[src/rtl/gpio_in.sv]
// GPIO input peripheral: 2-FF synchroniser, optional inversion, per-bit debounce,
// sticky W1C edge flags and a level interrupt on the simple peripheral bus.
module gpio_in #(
    parameter int unsigned WIDTH    = 4,
    parameter int unsigned DEBOUNCE = 4,
    parameter int unsigned INVERT   = 1
) (
    input  logic             clk,
    input  logic             rst_n,
    input  logic [7:0]       addr,
    input  logic [3:0]       be,
    input  logic [31:0]      wdata,
    input  logic             we,
    input  logic [WIDTH-1:0] pins,
    output logic [31:0]      q,
    output logic             irq
);

    localparam int unsigned      CW       = $clog2(DEBOUNCE + 1);
    localparam logic [CW-1:0]    CNT_LAST = CW'(DEBOUNCE - 1);
    localparam logic [WIDTH-1:0] IDLE     = (INVERT != 0) ? {WIDTH{1'b1}} : {WIDTH{1'b0}};

    localparam logic [7:0] A_DATA   = 8'h00;
    localparam logic [7:0] A_RISE   = 8'h04;
    localparam logic [7:0] A_FALL   = 8'h08;
    localparam logic [7:0] A_IRQ_EN = 8'h0C;

    logic [WIDTH-1:0] r_s1;
    logic [WIDTH-1:0] r_s2;
    logic [WIDTH-1:0] r_db;
    logic [CW-1:0]    r_cnt [WIDTH];
    logic [WIDTH-1:0] r_rise;
    logic [WIDTH-1:0] r_fall;
    logic [WIDTH-1:0] r_rise_en;
    logic [WIDTH-1:0] r_fall_en;

    logic [WIDTH-1:0] w_cond;
    logic [WIDTH-1:0] w_db_next;
    logic [CW-1:0]    w_cnt_next [WIDTH];
    logic [WIDTH-1:0] w_rise_set;
    logic [WIDTH-1:0] w_fall_set;
    logic [WIDTH-1:0] w_rise_clr;
    logic [WIDTH-1:0] w_fall_clr;
    logic [31:0]      w_bemask;
    logic [31:0]      w_wmask_data;
    logic             w_wr_rise;
    logic             w_wr_fall;
    logic             w_wr_en;
    logic             w_unused;

    assign w_cond = (INVERT != 0) ? ~r_s2 : r_s2;

    // Debounce: the counter only advances while the conditioned input disagrees
    // with DB, so any agreeing sample restarts the stability window.
    always_comb begin
        w_db_next = r_db;
        for (int unsigned i = 0; i < WIDTH; i++) begin
            w_cnt_next[i] = '0;
            if (w_cond[i] != r_db[i]) begin
                if (r_cnt[i] == CNT_LAST) begin
                    w_db_next[i] = w_cond[i];
                end else begin
                    w_cnt_next[i] = r_cnt[i] + CW'(1);
                end
            end
        end
    end

    assign w_rise_set = w_db_next & ~r_db;
    assign w_fall_set = ~w_db_next & r_db;

    assign w_bemask     = {{8{be[3]}}, {8{be[2]}}, {8{be[1]}}, {8{be[0]}}};
    assign w_wmask_data = wdata & w_bemask;
    assign w_wr_rise    = we && (addr == A_RISE);
    assign w_wr_fall    = we && (addr == A_FALL);
    assign w_wr_en      = we && (addr == A_IRQ_EN);
    assign w_rise_clr   = w_wr_rise ? w_wmask_data[WIDTH-1:0] : '0;
    assign w_fall_clr   = w_wr_fall ? w_wmask_data[WIDTH-1:0] : '0;
    assign w_unused     = ^wdata;

    always_ff @(posedge clk or negedge rst_n) begin
        if (!rst_n) begin
            r_s1      <= IDLE;
            r_s2      <= IDLE;
            r_db      <= '0;
            r_rise    <= '0;
            r_fall    <= '0;
            r_rise_en <= '0;
            r_fall_en <= '0;
            for (int unsigned i = 0; i < WIDTH; i++) begin
                r_cnt[i] <= '0;
            end
        end else begin
            r_s1 <= pins;
            r_s2 <= r_s1;
            r_db <= w_db_next;
            for (int unsigned i = 0; i < WIDTH; i++) begin
                r_cnt[i] <= w_cnt_next[i];
            end
            // Set is ORed in after the clear so a same-cycle edge survives W1C.
            r_rise <= (r_rise & ~w_rise_clr) | w_rise_set;
            r_fall <= (r_fall & ~w_fall_clr) | w_fall_set;
            if (w_wr_en) begin
                r_rise_en <= (r_rise_en & ~w_bemask[WIDTH-1:0])
                           | w_wmask_data[WIDTH-1:0];
                r_fall_en <= (r_fall_en & ~w_bemask[16+WIDTH-1:16])
                           | w_wmask_data[16+WIDTH-1:16];
            end
        end
    end

    always_comb begin
        q = '0;
        case (addr)
            A_DATA:   q[WIDTH-1:0] = r_db;
            A_RISE:   q[WIDTH-1:0] = r_rise;
            A_FALL:   q[WIDTH-1:0] = r_fall;
            A_IRQ_EN: begin
                q[WIDTH-1:0]       = r_rise_en;
                q[16+WIDTH-1:16]   = r_fall_en;
            end
            default:  q = '0;
        endcase
    end

    assign irq = (|(r_rise & r_rise_en)) | (|(r_fall & r_fall_en));

endmodule
[config.mk]
export PLATFORM = sky130hd
export DESIGN_NAME = gpio_in
export DESIGN_NICKNAME = d
export VERILOG_FILES = /design/src/rtl/gpio_in.sv
export SDC_FILE = /design/constraint.sdc
export NUM_CORES = 1
export LEC_CHECK = 0
export ABC_AREA = 1
export CORE_ASPECT_RATIO = 2
export CORE_MARGIN = 2
export CORE_UTILIZATION = 47
export CTS_CLUSTER_DIAMETER = 200
export DETAILED_ROUTE_END_ITERATION = 10
export PLACE_DENSITY = 0.95
export SLEW_MARGIN = 20
export SYNTH_ARGS = -nofsm -noshare
export SYNTH_HDL_FRONTEND = slang
export SYNTH_SLANG_ARGS = --single-unit
[constraint.sdc]
create_clock -name clk -period 2.7 [get_ports clk]
set_clock_uncertainty 0.1 [all_clocks]
set_input_delay 0.675 -clock clk [delete_from_list [all_inputs] [get_ports clk]]
set_output_delay 0.675 -clock clk [all_outputs]
set_load 0.02 [all_outputs]
==> results.md <==
- Adder-cell area share of the yosys netlist: 2.34%
- Flops & latches, synth: 40
- Psw: 0.465 mW
- Cells after Synth: 268
- Tot GR Track Use: 18.2%
- Final Hold Viols: 0
- Drt first pass iters: 4
- WP buf/inv: 5
- Multiplexer area fraction after synthesis: 0%
- WL final: 4.19 mm
- Die width: 51.7 um
- Antenna-violating nets left: 0
- CP arrival: 1.72 ns
- WP depth: 9
- Drc violations: 0
- CTS tree: done
- Via count: 1798
- Fin. max-slew vios: 0
- Root Buffer: clkbuf_8
- Sequential group share of total power: 46.6%
- Sw Ratio: 28.1%
- I/O Buffers: 33
- Core Area: 4380 um2
- Number of flops mapped to enable cells by yosys: 0
- R2R Path End: r_cnt[9]
- Die area: 5140 um2
- Die Ht: 99.4 um
- Rel. slew slack: 43.3%
- Number of global-route vias before repair: 1774
- Max IR drop VDD: 0.000575 V
- Crit Path Max Fanout: 5
- Avg WL per Cell: 11.5 um
- Post-Route Utilization: 59.9%
- Synth area leader: dfrtp_1
- I/O Pins: 84
- Crit-path leading delay family: buffers and inverters
- RSZ-0062 raised after global routing: false
- Compound-Gate Fraction of Synth Area: 1.17%
- CP max-delay cell: dlygate4sd2_1
- XOR/XNOR Fraction of Synth Area: 1.64%
- Largest family of logic cells by synthesized area: simple AND/OR/NAND/NOR gates
- Area Growth Syn to Fin: 22.6%
- Via-to-Cell Ratio: 4.91
- Clock slew at reported path FFs: 0.08 ns
- Synth Flop Type: dfrtp_1
- Worst R2R Setup Slack: 1.49 ns
- FFs w/ async S/R, synth: 100%
- Clk sinks: 40
- Placement Setup Slack: -0.542 ns
- Setup Viol. Count Final: 0
- Total CTS buffers: 5
- # Post-CTS Setup Buffers: 0
- Fillers: 380
- Power, Total: 1.65 mW
- Post-synthesis simple-gate area fraction: 31.5%
- Clock share of power: 34.5%
- Worst-skew pair later-pin latency: 0.29 ns
- CP Cell Sequence: dlygate4sd2_1 > nand2_2 > buf_4 > inv_2 > nand2_2 > nor2_4 > inv_2 > nor2_1 > buf_2
- Most common cell after layout, fill and taps aside: nand2_1
- Pint: 1.19 mW
- Ys Warns: 0
- Synthesized cell area: 2140 um2
- Syn avg cell area: 7.98 um2
- Worst stage delay on the critical path: 0.29 ns
- Initial antenna violation count: 0
- Setup crit end: q[17]
- Worst-margin pin slew: 0.851 ns
- FF-to-FF path depth: 4
- Total of max-cap violations: 0
- CP startpoint kind: input port
- Largest net degree at the start of global routing: 41
- Detail Placement HPWL: 3.30 mm
- Peak Freq: 0.401 GHz
- Clock Tree Buf Depth: 2
- Hold Crit Class: reg -> reg
- Initial core utilization: 48.8%
- Status: complete, no violations
- Crit path launch: addr[3]
- Commonest non-fill, non-tap cells in the layout: nand2_1 (79), dfrtp_1 (32), inv_1 (30)
- Critical path endpoint category: primary output
- Layout cells sized above 1: 15.7%
- Antenna diodes: 0
- Post-CTS Hold Fix Bufs: 0
- Sequential element share of the synthesized area: 47.3%
- CP Class: in -> out
- FP Rows: 34
- RD Place Congestion: 0.875
- Pwr dens: 630 nW/um2
- Final worst slack: 0.205 ns
- Synth cell types: 22
- Lkg Pwr: 1.37 nW
- Worst EP required: 1.92 ns
- Gate power share: 18.9%
- Worst reg2reg startpoint: r_cnt[9]
- Gr ovfl total: 0
- H-Tree Level Count: 2
- Tmin final: 2.50 ns
- Synth area leaders: dfrtp_1 (37%), nand2_1 (14%), dfstp_2 (9.8%)
- DR iter-0 viols: 56
- Layout Nets: 366
- Tcrit/Tclk final: 92.4%
- First-pass GRT wire length: 7.14 mm
- Area share of the largest cell type after synthesis: 37.4%
==> synth_stat cells (3+ instances only) <==
cell     count
inv_1       31
nand2_1     80
xor2_1       4
nand2_2      3
dfstp_2      8
o21ai_0      4
buf_4       24
nand4_1      9
nor2_1      23
nand3_1     25
ha_1         4
nor3_1       8
dfrtp_1     32
==> power by group through the flow <==
stage               sequential, mW  clock [mW]  combinational (mW)
global placement             0.771           0               0.295
finish                       0.770       0.569               0.313
detailed placement           0.780           0               0.314
global route                 0.784       0.607               0.360
floorplan                    0.757           0               0.240
CTS                          0.768       0.580               0.316
==> per-stage QoR <==
stage | cells | hold slack [ns] | TNS (ns) | cell area (um2)
after floorplan | 291 | 0.245 | 0 | 2220
after global placement | 358 | 0.246 | -3.68 | 2480
after detailed placement | 358 | 0.247 | -4.02 | 2480
after CTS | 366 | 0.250 | 0 | 2580
after global routing | 366 | 0.255 | 0 | 2620
final | 366 | 0.245 | 0 | 2620
==> layer usage <==
layer	part of all wire [%]	routed length (um)	up-vias	track usage, %
li1	-	-	871	-
met1	33	1370	835	17.7
met2	57	2400	74	33.7
met3	5.7	241	18	3.90
met4	4.4	183	0	10.1
met5	0	0	-	0
==> cell type report <==
type	instances	area (um2)	area share (%)
clock buffer	6	72.6	2.77
clock inverter	2	60.1	2.29
inverter	33	124	4.72
multi-input combinational	189	891	34.0
sequential	40	1010	38.5
tap	54	67.6	2.58
timing repair buffer	42	397	15.1
==> cell families after synthesis <==
group	count (synthesis)
flops	40
simple gates	152
fa+ha+maj	4
other cells	1
compound gates	5
xor+xnor	4
buf+inv	62
==> timing repair <==
item | 4_1_cts | 5_1_grt
setup endpoints to repair | 8 | 8
resized for setup | 42 | 15
pin swaps | 0 | 7
hold endpoints to repair | 0 | 0
==> worst reg2reg max path, stage by stage, from the launching register on <==
cell     delay [ns]
dfrtp_1        0.40
ha_1           0.22
nand2_1        0.12
inv_1          0.08
nor3_1         0.20
==> worst min-delay path by stage <==
stage	startpoint	endpoint	cells past startpoint
final	r_s1[2]	r_s2[2]	0
after global routing	r_s1[2]	r_s2[2]	0
after CTS	r_s1[2]	r_s2[2]	0
after detailed placement	r_s1[0]	r_s2[0]	0
after global placement	r_s1[2]	r_s2[2]	0
after floorplan	r_s1[0]	r_s2[0]	0
(Power assumes the default switching activity.)
